## config.mk

```make
export PLATFORM = sky130hd
export DESIGN_NAME = soc_uart
export DESIGN_NICKNAME = d
export VERILOG_FILES = /design/src/rtl/soc_uart.sv
export SDC_FILE = /design/constraint.sdc
export NUM_CORES = 1
export LEC_CHECK = 0
export CELL_PAD_IN_SITES_DETAIL_PLACEMENT = 1
export CELL_PAD_IN_SITES_GLOBAL_PLACEMENT = 1
export CORE_MARGIN = 2
export CORE_UTILIZATION = 50
export CTS_CLUSTER_SIZE = 30
export DETAILED_ROUTE_END_ITERATION = 10
export PLACE_DENSITY_LB_ADDON = 0.08
export SYNTH_ARGS = -nofsm -noshare
export SYNTH_HDL_FRONTEND = slang
export SYNTH_SLANG_ARGS = --single-unit
```

## constraint.sdc

```tcl
create_clock -name clk -period 4.35 [get_ports clk]
set_input_delay 0.87 -clock clk [delete_from_list [all_inputs] [get_ports clk]]
set_output_delay 0.87 -clock clk [all_outputs]
set_load 0.02 [all_outputs]
```

## src/rtl/soc_uart.sv

```systemverilog
// soc_uart: memory-mapped 8N1 UART slave with TX and RX FIFOs on the CPU external bus.
// Latency: bus reply (ready, dread) one cycle after valid; serial bit period DIV+1 clocks.
// Backpressure: bus never stalls; full TX FIFO drops writes (tx_ovf), full RX FIFO drops bytes (rx_ovr).

module soc_uart_fifo #(
  parameter int WIDTH = 8,
  parameter int DEPTH = 8
) (
  input  logic             clk,
  input  logic             reset_n,
  input  logic             i_push,
  input  logic [WIDTH-1:0] i_push_dat,
  input  logic             i_pop,
  output logic [WIDTH-1:0] o_head_dat,
  output logic             o_empty,
  output logic             o_full,
  output logic             o_drop
);
  localparam int AW = $clog2(DEPTH);
  localparam logic [AW:0] PTR_ONE = (AW+1)'(1);

  logic [WIDTH-1:0] r_mem [DEPTH];
  logic [AW:0]      r_wr_ptr;
  logic [AW:0]      r_rd_ptr;
  logic             w_pop_ok;
  logic             w_push_ok;

  // Wrap bit distinguishes full from empty when the index bits match.
  assign o_empty    = (r_wr_ptr == r_rd_ptr);
  assign o_full     = (r_wr_ptr[AW] != r_rd_ptr[AW]) && (r_wr_ptr[AW-1:0] == r_rd_ptr[AW-1:0]);
  assign w_pop_ok   = i_pop && !o_empty;
  // A pop in the same cycle frees the slot, so a push into a full FIFO still lands.
  assign w_push_ok  = i_push && (!o_full || w_pop_ok);
  assign o_drop     = i_push && !w_push_ok;
  assign o_head_dat = r_mem[r_rd_ptr[AW-1:0]];

  // Storage array, no reset needed: contents are only visible through the pointers.
  always_ff @(posedge clk) begin
    if (w_push_ok) r_mem[r_wr_ptr[AW-1:0]] <= i_push_dat;
  end

  // Pointer update.
  always_ff @(posedge clk or negedge reset_n) begin
    if (!reset_n) begin
      r_wr_ptr <= '0;
      r_rd_ptr <= '0;
    end else begin
      if (w_push_ok) r_wr_ptr <= r_wr_ptr + PTR_ONE;
      if (w_pop_ok)  r_rd_ptr <= r_rd_ptr + PTR_ONE;
    end
  end
endmodule

module soc_uart #(
  parameter int DEFAULT_DIV = 103,
  parameter int FIFO_DEPTH  = 8
) (
  input  logic        clk,
  input  logic        reset_n,
  input  logic [3:0]  addr,
  input  logic        rw,
  input  logic [31:0] dwrite,
  output logic [31:0] dread,
  input  logic        valid,
  output logic        ready,
  input  logic        rx,
  output logic        tx
);
  typedef enum logic [1:0] {TX_IDLE, TX_START, TX_DATA, TX_STOP} tx_state_t;
  typedef enum logic [2:0] {RX_IDLE, RX_START, RX_DATA, RX_STOP, RX_WAIT} rx_state_t;

  // Bus and register state
  logic [31:0] r_dread;
  logic        r_ready;
  logic [15:0] r_div;
  logic        r_rx_ovr;
  logic        r_frame_err;
  logic        r_tx_ovf;

  // TX state
  tx_state_t   r_tx_state;
  logic        r_tx;
  logic [15:0] r_tx_cnt;
  logic [15:0] r_tx_div;
  logic [7:0]  r_tx_shift;
  logic [2:0]  r_tx_bit;

  // RX state
  rx_state_t   r_rx_state;
  logic        r_rx_s1;
  logic        r_rx_s2;
  logic        r_rx_s3;
  logic [15:0] r_rx_cnt;
  logic [15:0] r_rx_div;
  logic [7:0]  r_rx_shift;
  logic [2:0]  r_rx_bit;

  logic [1:0]  w_sel;
  logic        w_wr;
  logic        w_rd;
  logic        w_tx_push;
  logic        w_tx_pop;
  logic [7:0]  w_tx_head;
  logic        w_tx_empty;
  logic        w_tx_full;
  logic        w_tx_drop;
  logic        w_tx_busy;
  logic        w_rx_push;
  logic        w_rx_pop;
  logic [7:0]  w_rx_head;
  logic        w_rx_empty;
  logic        w_rx_full;
  logic        w_rx_drop;
  logic        w_rx_fall;
  logic        w_frame_err_set;
  logic [2:0]  w_clr;
  logic [31:0] w_rdata;
  logic        w_unused;

  assign dread = r_dread;
  assign ready = r_ready;
  assign tx    = r_tx;

  assign w_sel     = addr[3:2];
  assign w_wr      = valid && rw;
  assign w_rd      = valid && !rw;
  assign w_tx_push = w_wr && (w_sel == 2'd0);
  assign w_rx_pop  = w_rd && (w_sel == 2'd0);
  assign w_clr     = (w_wr && (w_sel == 2'd1)) ? dwrite[6:4] : 3'b000;
  assign w_tx_busy = (r_tx_state != TX_IDLE);
  assign w_unused  = ^{addr[1:0], dwrite[31:16]};

  // The shifter takes the next byte on leaving IDLE and at the end of a stop bit.
  assign w_tx_pop = ((r_tx_state == TX_IDLE) && !w_tx_empty) ||
                    ((r_tx_state == TX_STOP) && (r_tx_cnt == 16'd0) && !w_tx_empty);

  assign w_rx_fall       = r_rx_s3 && !r_rx_s2;
  assign w_rx_push       = (r_rx_state == RX_STOP) && (r_rx_cnt == 16'd0) && r_rx_s2;
  assign w_frame_err_set = (r_rx_state == RX_STOP) && (r_rx_cnt == 16'd0) && !r_rx_s2;

  soc_uart_fifo #(.WIDTH(8), .DEPTH(FIFO_DEPTH)) u_tx_fifo (
    .clk        (clk),
    .reset_n    (reset_n),
    .i_push     (w_tx_push),
    .i_push_dat (dwrite[7:0]),
    .i_pop      (w_tx_pop),
    .o_head_dat (w_tx_head),
    .o_empty    (w_tx_empty),
    .o_full     (w_tx_full),
    .o_drop     (w_tx_drop)
  );

  soc_uart_fifo #(.WIDTH(8), .DEPTH(FIFO_DEPTH)) u_rx_fifo (
    .clk        (clk),
    .reset_n    (reset_n),
    .i_push     (w_rx_push),
    .i_push_dat (r_rx_shift),
    .i_pop      (w_rx_pop),
    .o_head_dat (w_rx_head),
    .o_empty    (w_rx_empty),
    .o_full     (w_rx_full),
    .o_drop     (w_rx_drop)
  );

  // Read mux; an empty RX FIFO reads as all zeros rather than stale storage.
  always_comb begin
    w_rdata = 32'd0;
    case (w_sel)
      2'd0: w_rdata = w_rx_empty ? 32'd0 : {23'd0, 1'b1, w_rx_head};
      2'd1: w_rdata = {24'd0, w_tx_busy, r_tx_ovf, r_frame_err, r_rx_ovr,
                       w_rx_full, w_rx_empty, w_tx_empty, w_tx_full};
      2'd2: w_rdata = {16'd0, r_div};
      default: w_rdata = 32'd0;
    endcase
  end

  // One-cycle completion strobe with registered read data, zero when idle.
  always_ff @(posedge clk or negedge reset_n) begin
    if (!reset_n) begin
      r_ready <= 1'b0;
      r_dread <= 32'd0;
    end else begin
      r_ready <= valid;
      r_dread <= w_rd ? w_rdata : 32'd0;
    end
  end

  // Baud divisor; tiny values are clamped so each bit still spans several clocks.
  always_ff @(posedge clk or negedge reset_n) begin
    if (!reset_n) begin
      r_div <= 16'(DEFAULT_DIV);
    end else if (w_wr && (w_sel == 2'd2)) begin
      r_div <= (dwrite[15:0] < 16'd3) ? 16'd3 : dwrite[15:0];
    end
  end

  // Sticky error flags: a new event in the same cycle as a W1C clear wins.
  always_ff @(posedge clk or negedge reset_n) begin
    if (!reset_n) begin
      r_rx_ovr    <= 1'b0;
      r_frame_err <= 1'b0;
      r_tx_ovf    <= 1'b0;
    end else begin
      r_rx_ovr    <= (r_rx_ovr    & ~w_clr[0]) | w_rx_drop;
      r_frame_err <= (r_frame_err & ~w_clr[1]) | w_frame_err_set;
      r_tx_ovf    <= (r_tx_ovf    & ~w_clr[2]) | w_tx_drop;
    end
  end

  // TX FSM: each state lasts r_tx_div+1 clocks; divisor latched at every start bit.
  always_ff @(posedge clk or negedge reset_n) begin
    if (!reset_n) begin
      r_tx_state <= TX_IDLE;
      r_tx       <= 1'b1;
      r_tx_cnt   <= 16'd0;
      r_tx_div   <= 16'd0;
      r_tx_shift <= 8'd0;
      r_tx_bit   <= 3'd0;
    end else begin
      case (r_tx_state)
        TX_IDLE: begin
          if (!w_tx_empty) begin
            r_tx_state <= TX_START;
            r_tx       <= 1'b0;
            r_tx_cnt   <= r_div;
            r_tx_div   <= r_div;
            r_tx_shift <= w_tx_head;
          end
        end
        TX_START: begin
          if (r_tx_cnt == 16'd0) begin
            r_tx_state <= TX_DATA;
            r_tx       <= r_tx_shift[0];
            r_tx_cnt   <= r_tx_div;
            r_tx_bit   <= 3'd0;
          end else begin
            r_tx_cnt <= r_tx_cnt - 16'd1;
          end
        end
        TX_DATA: begin
          if (r_tx_cnt == 16'd0) begin
            r_tx_cnt <= r_tx_div;
            if (r_tx_bit == 3'd7) begin
              r_tx_state <= TX_STOP;
              r_tx       <= 1'b1;
            end else begin
              r_tx_shift <= {1'b0, r_tx_shift[7:1]};
              r_tx       <= r_tx_shift[1];
              r_tx_bit   <= r_tx_bit + 3'd1;
            end
          end else begin
            r_tx_cnt <= r_tx_cnt - 16'd1;
          end
        end
        default: begin
          if (r_tx_cnt == 16'd0) begin
            if (!w_tx_empty) begin
              r_tx_state <= TX_START;
              r_tx       <= 1'b0;
              r_tx_cnt   <= r_div;
              r_tx_div   <= r_div;
              r_tx_shift <= w_tx_head;
            end else begin
              r_tx_state <= TX_IDLE;
            end
          end else begin
            r_tx_cnt <= r_tx_cnt - 16'd1;
          end
        end
      endcase
    end
  end

  // RX synchronizer (s1, s2) plus one history flop for falling-edge detection.
  always_ff @(posedge clk or negedge reset_n) begin
    if (!reset_n) begin
      r_rx_s1 <= 1'b1;
      r_rx_s2 <= 1'b1;
      r_rx_s3 <= 1'b1;
    end else begin
      r_rx_s1 <= rx;
      r_rx_s2 <= r_rx_s1;
      r_rx_s3 <= r_rx_s2;
    end
  end

  // RX FSM: half-period to mid-start, then full periods to each bit centre.
  always_ff @(posedge clk or negedge reset_n) begin
    if (!reset_n) begin
      r_rx_state <= RX_IDLE;
      r_rx_cnt   <= 16'd0;
      r_rx_div   <= 16'd0;
      r_rx_shift <= 8'd0;
      r_rx_bit   <= 3'd0;
    end else begin
      case (r_rx_state)
        RX_IDLE: begin
          if (w_rx_fall) begin
            r_rx_state <= RX_START;
            r_rx_cnt   <= {1'b0, r_div[15:1]};
            r_rx_div   <= r_div;
          end
        end
        RX_START: begin
          if (r_rx_cnt == 16'd0) begin
            if (r_rx_s2) begin
              r_rx_state <= RX_IDLE;
            end else begin
              r_rx_state <= RX_DATA;
              r_rx_cnt   <= r_rx_div;
              r_rx_bit   <= 3'd0;
            end
          end else begin
            r_rx_cnt <= r_rx_cnt - 16'd1;
          end
        end
        RX_DATA: begin
          if (r_rx_cnt == 16'd0) begin
            r_rx_shift <= {r_rx_s2, r_rx_shift[7:1]};
            r_rx_cnt   <= r_rx_div;
            if (r_rx_bit == 3'd7) r_rx_state <= RX_STOP;
            else                  r_rx_bit   <= r_rx_bit + 3'd1;
          end else begin
            r_rx_cnt <= r_rx_cnt - 16'd1;
          end
        end
        RX_STOP: begin
          if (r_rx_cnt == 16'd0) begin
            r_rx_state <= r_rx_s2 ? RX_IDLE : RX_WAIT;
          end else begin
            r_rx_cnt <= r_rx_cnt - 16'd1;
          end
        end
        default: begin
          if (r_rx_s2) r_rx_state <= RX_IDLE;
        end
      endcase
    end
  end
endmodule

```

==> metrics.yaml <==
route:
  routed_via_density: 5.98
  vias: 8345
  wl_per_cell_um: 22.4
  drt_drc_violations_left: 0
  ant_nets: 0
  finalWirelength_um: 31300
  drtPass1Iterations: 4
  drtIter0Drc: 496
place:
  port_buffers: 40
  routabilityCongestion: 0.778
  dp_cells: 1339
  dp_slack_ps: 807
  dp.final_hpwl_um: 20700
clock_network:
  cts_sinks: 275
  clockRootBuffer: "clkbuf_16"
  cts_resized: 0
  post_cts_buffers: 0
  cts_hold_buf: 0
  cts.clk_slew.worst_paths_ps: 60
  clockBufferDepth: 3
  cts_tree: "done"
  cts_buffers: 30
  insertion_delay_ps: 560
  htreeDepth: 1
synth:
  ys_top_cells_by_area: "edfxtp_1 (29%), dfrtp_1 (26%), mux2_2 (7.4%), mux4_2 (5.5%), mux2i_1 (2.1%)"
  synth.most_common_cell: "dfrtp_1"
  synth.avg_cell_area_um2: 13.2
  synth_seq_area_share_pct: 57.5
  synthDistinctLibCells: 75
  synth_area_leader_cell: "edfxtp_1"
  synthArstFlopShare_pct: 53.5
  synthTopCellsByCount: "dfrtp_1 (138), edfxtp_1 (128), mux2_2 (86)"
  synth_top_area_share_pct: 29.4
  synth_edf_count: 128
  syn-instance-count: 992
  ys_seq_elements: 275
  synth_ff_type: "dfrtp_1"
  ys_warn_count: 0
  syn_area_um2: 13100
floorplanning:
  rows: 59
  die_h_um: 166
  die_w_um: 166
  dieArea_um2: 27500
  io_pins: 75
  core_area_um2: 25900
  initial_utilization_pct: 50.5
sta:
  fmax_ghz: 0.332
  finalClockSkew_ps: 22.1
  slew_headroom_pct: 28.8
  hold_violations: 0
  rsz0062_at_grt: "false"
  post-route-period-util_pct: 69.2
  slew_violations: 0
  worst_slew_pin_slew_ps: 1070
  setup_violations: 0
  worst_slack_ps: 1340
  fin_crit_ps: 3010
  setup_tns_ps: 0
critical_path:
  required_ps: 4620
  cp-start-kind: "input pin"
  critPathArrivalTime_ps: 3280
  critPathCaptureType: "flop"
  crit_type: "input pin to flop"
  critPathMaxFanout: 8
cells_and_area:
  regArea_um2: 7530
  instances_no_fill: 1395
  drive_above_1_share_pct: 22.5
  n_antenna_cell: 0
  fin_nets: 1094
  fillers: 2538
  area_growth_pct: 14.4
  multi_input_area_um2: 5180
global_route:
  antenna_found_initial: 0
  overflow: 0
  grt_pass1_wl_um: 50700
  gr-usage-all-layers_pct: 23.2
  grt_pass1_vias: 8718
  grt_max_degree: 84
power_and_ir_drop:
  vdd_drop_max_mv: 0.407
  power.density_nw_per_um2: 670
  p_leak_nw: 5.74
run_status:
  outcome: "completed"
hold_path:
  hp-class: "input pin to asynchronous set/reset pin"
flow_run:
  cap_violations: 0
path summary, 6_finish.rpt:
kind | from | end | slack [ps] | depth (start not counted)
worst max-delay path | addr[2] | u_rx_fifo.r_mem[1][1]$_DFFE_PP_ | 1340 | 7
worst min-delay path | reset_n | r_tx_shift[5]$_DFFE_PN0P_ | 360 | 1
worst max register to register | r_rx_cnt[0]$_DFFE_PN0P_ | u_rx_fifo.r_mem[1][1]$_DFFE_PP_ | 1400 | 9
worst min register to register | r_rx_s1$_DFF_PN1_ | r_rx_s2$_DFF_PN1_ | 360 | 0
max in group asynchronous | reset_n | r_rx_s3$_DFF_PN1_ | 3070 | 2
min in group clk | r_rx_s1$_DFF_PN1_ | r_rx_s2$_DFF_PN1_ | 360 | 0
placed cells by master (no fill, tap or decap), types with 7 or more instances in the layout:
cell and count:
dfrtp_1 138, edfxtp_1 128, mux2_2 86, nand2_1 54, nor2_1 50, clkdlybuf4s50_1 39, o21ai_0 38, buf_4 34
mux4_2 32, a21oi_1 30, clkbuf_16 30, mux2i_1 28, inv_1 21, nand3_1 19, nor3_1 18, nor4_1 17
a221oi_1 17, ha_1 17, and2_1 16, conb_1 16, nand4_1 15, xor2_1 15, xnor2_1 14, a22oi_1 12
o2bb2ai_1 10, nand2b_1 9, dfstp_2 9, o31ai_1 8, clkinv_2 8, bufinv_16 8, or3_1 7, o221ai_1 7
through the flow:
stage                     hold WS [ps]  total power, mW  utilization (%)  area, um^2
after detailed placement           348             7.26             53.5       13900
after global routing               359             10.6             57.8       15000
after global placement             346             7.15             53.5       13900
final                              356             10.0             57.8       15000
after CTS                          358             10.1             57.8       15000
after floorplan                    345             6.34                -       13200
worst max-delay path: stages:
cell and delay, ps:
clkdlybuf4s50_1 490, nor2_1 400, nand2b_1 180, a2111oi_4 630, nand2_1 220, nor3_1 240, buf_4 240
registers in the layout, indices dropped and copies added, names as in the netlist, 3 cells and up:
name / cells
r_rx_bit: 3
u_tx_fifo.r_wr_ptr: 4
u_rx_fifo.r_mem: 64
r_tx_cnt: 16
r_tx_bit: 3
r_rx_cnt: 16
dread: 16
r_div: 16
u_rx_fifo.r_rd_ptr: 4
r_rx_state: 3
r_rx_shift: 8
r_tx_shift: 8
u_rx_fifo.r_wr_ptr: 4
r_rx_div: 16
u_tx_fifo.r_rd_ptr: 4
r_tx_div: 16
u_tx_fifo.r_mem: 64
per-layer routing:
| metal | up-vias | share of wire [%] | GRT usage [%] |
|---|---|---|---|
| met1 | 4329 | 46 | 34.0 |
| met3 | 39 | 3.2 | 2.53 |
| li1 | 3848 | - | - |
| met2 | 129 | 49 | 38.0 |
| met4 | 0 | 1.6 | 4.57 |
| met5 | - | 0 | 0 |
report_power, final:
group          internal [mW]  leakage (nW)  switching (mW)
registers               3.20          2.98           0.628
clock network           1.77         0.543            1.06
logic                   1.58          2.21            1.79
layout make-up:
type / instances / area share [%]
Sequential cell: 275 / 50.3
Multi-Input combinational cell: 634 / 34.6
Clock buffer: 34 / 5.25
Timing Repair Buffer: 74 / 4.39
Tap cell: 335 / 2.80
Clock inverter: 22 / 2.16
Inverter: 21 / 0.526
logic make-up after synthesis:
family / after synthesis / synth area share (%)
flip-flops: 275 / 57.5
XOR/XNOR: 29 / 1.94
AO/OA/AOI/OAI: 181 / 9.89
adder cells (fa/ha/maj): 17 / 1.62
other: 1 / 0.0286
multiplexers: 146 / 15.0
AND/OR/NAND/NOR: 245 / 10.4
buffers and inverters: 98 / 3.55
Note: power is estimated with default switching activity, not from simulation.
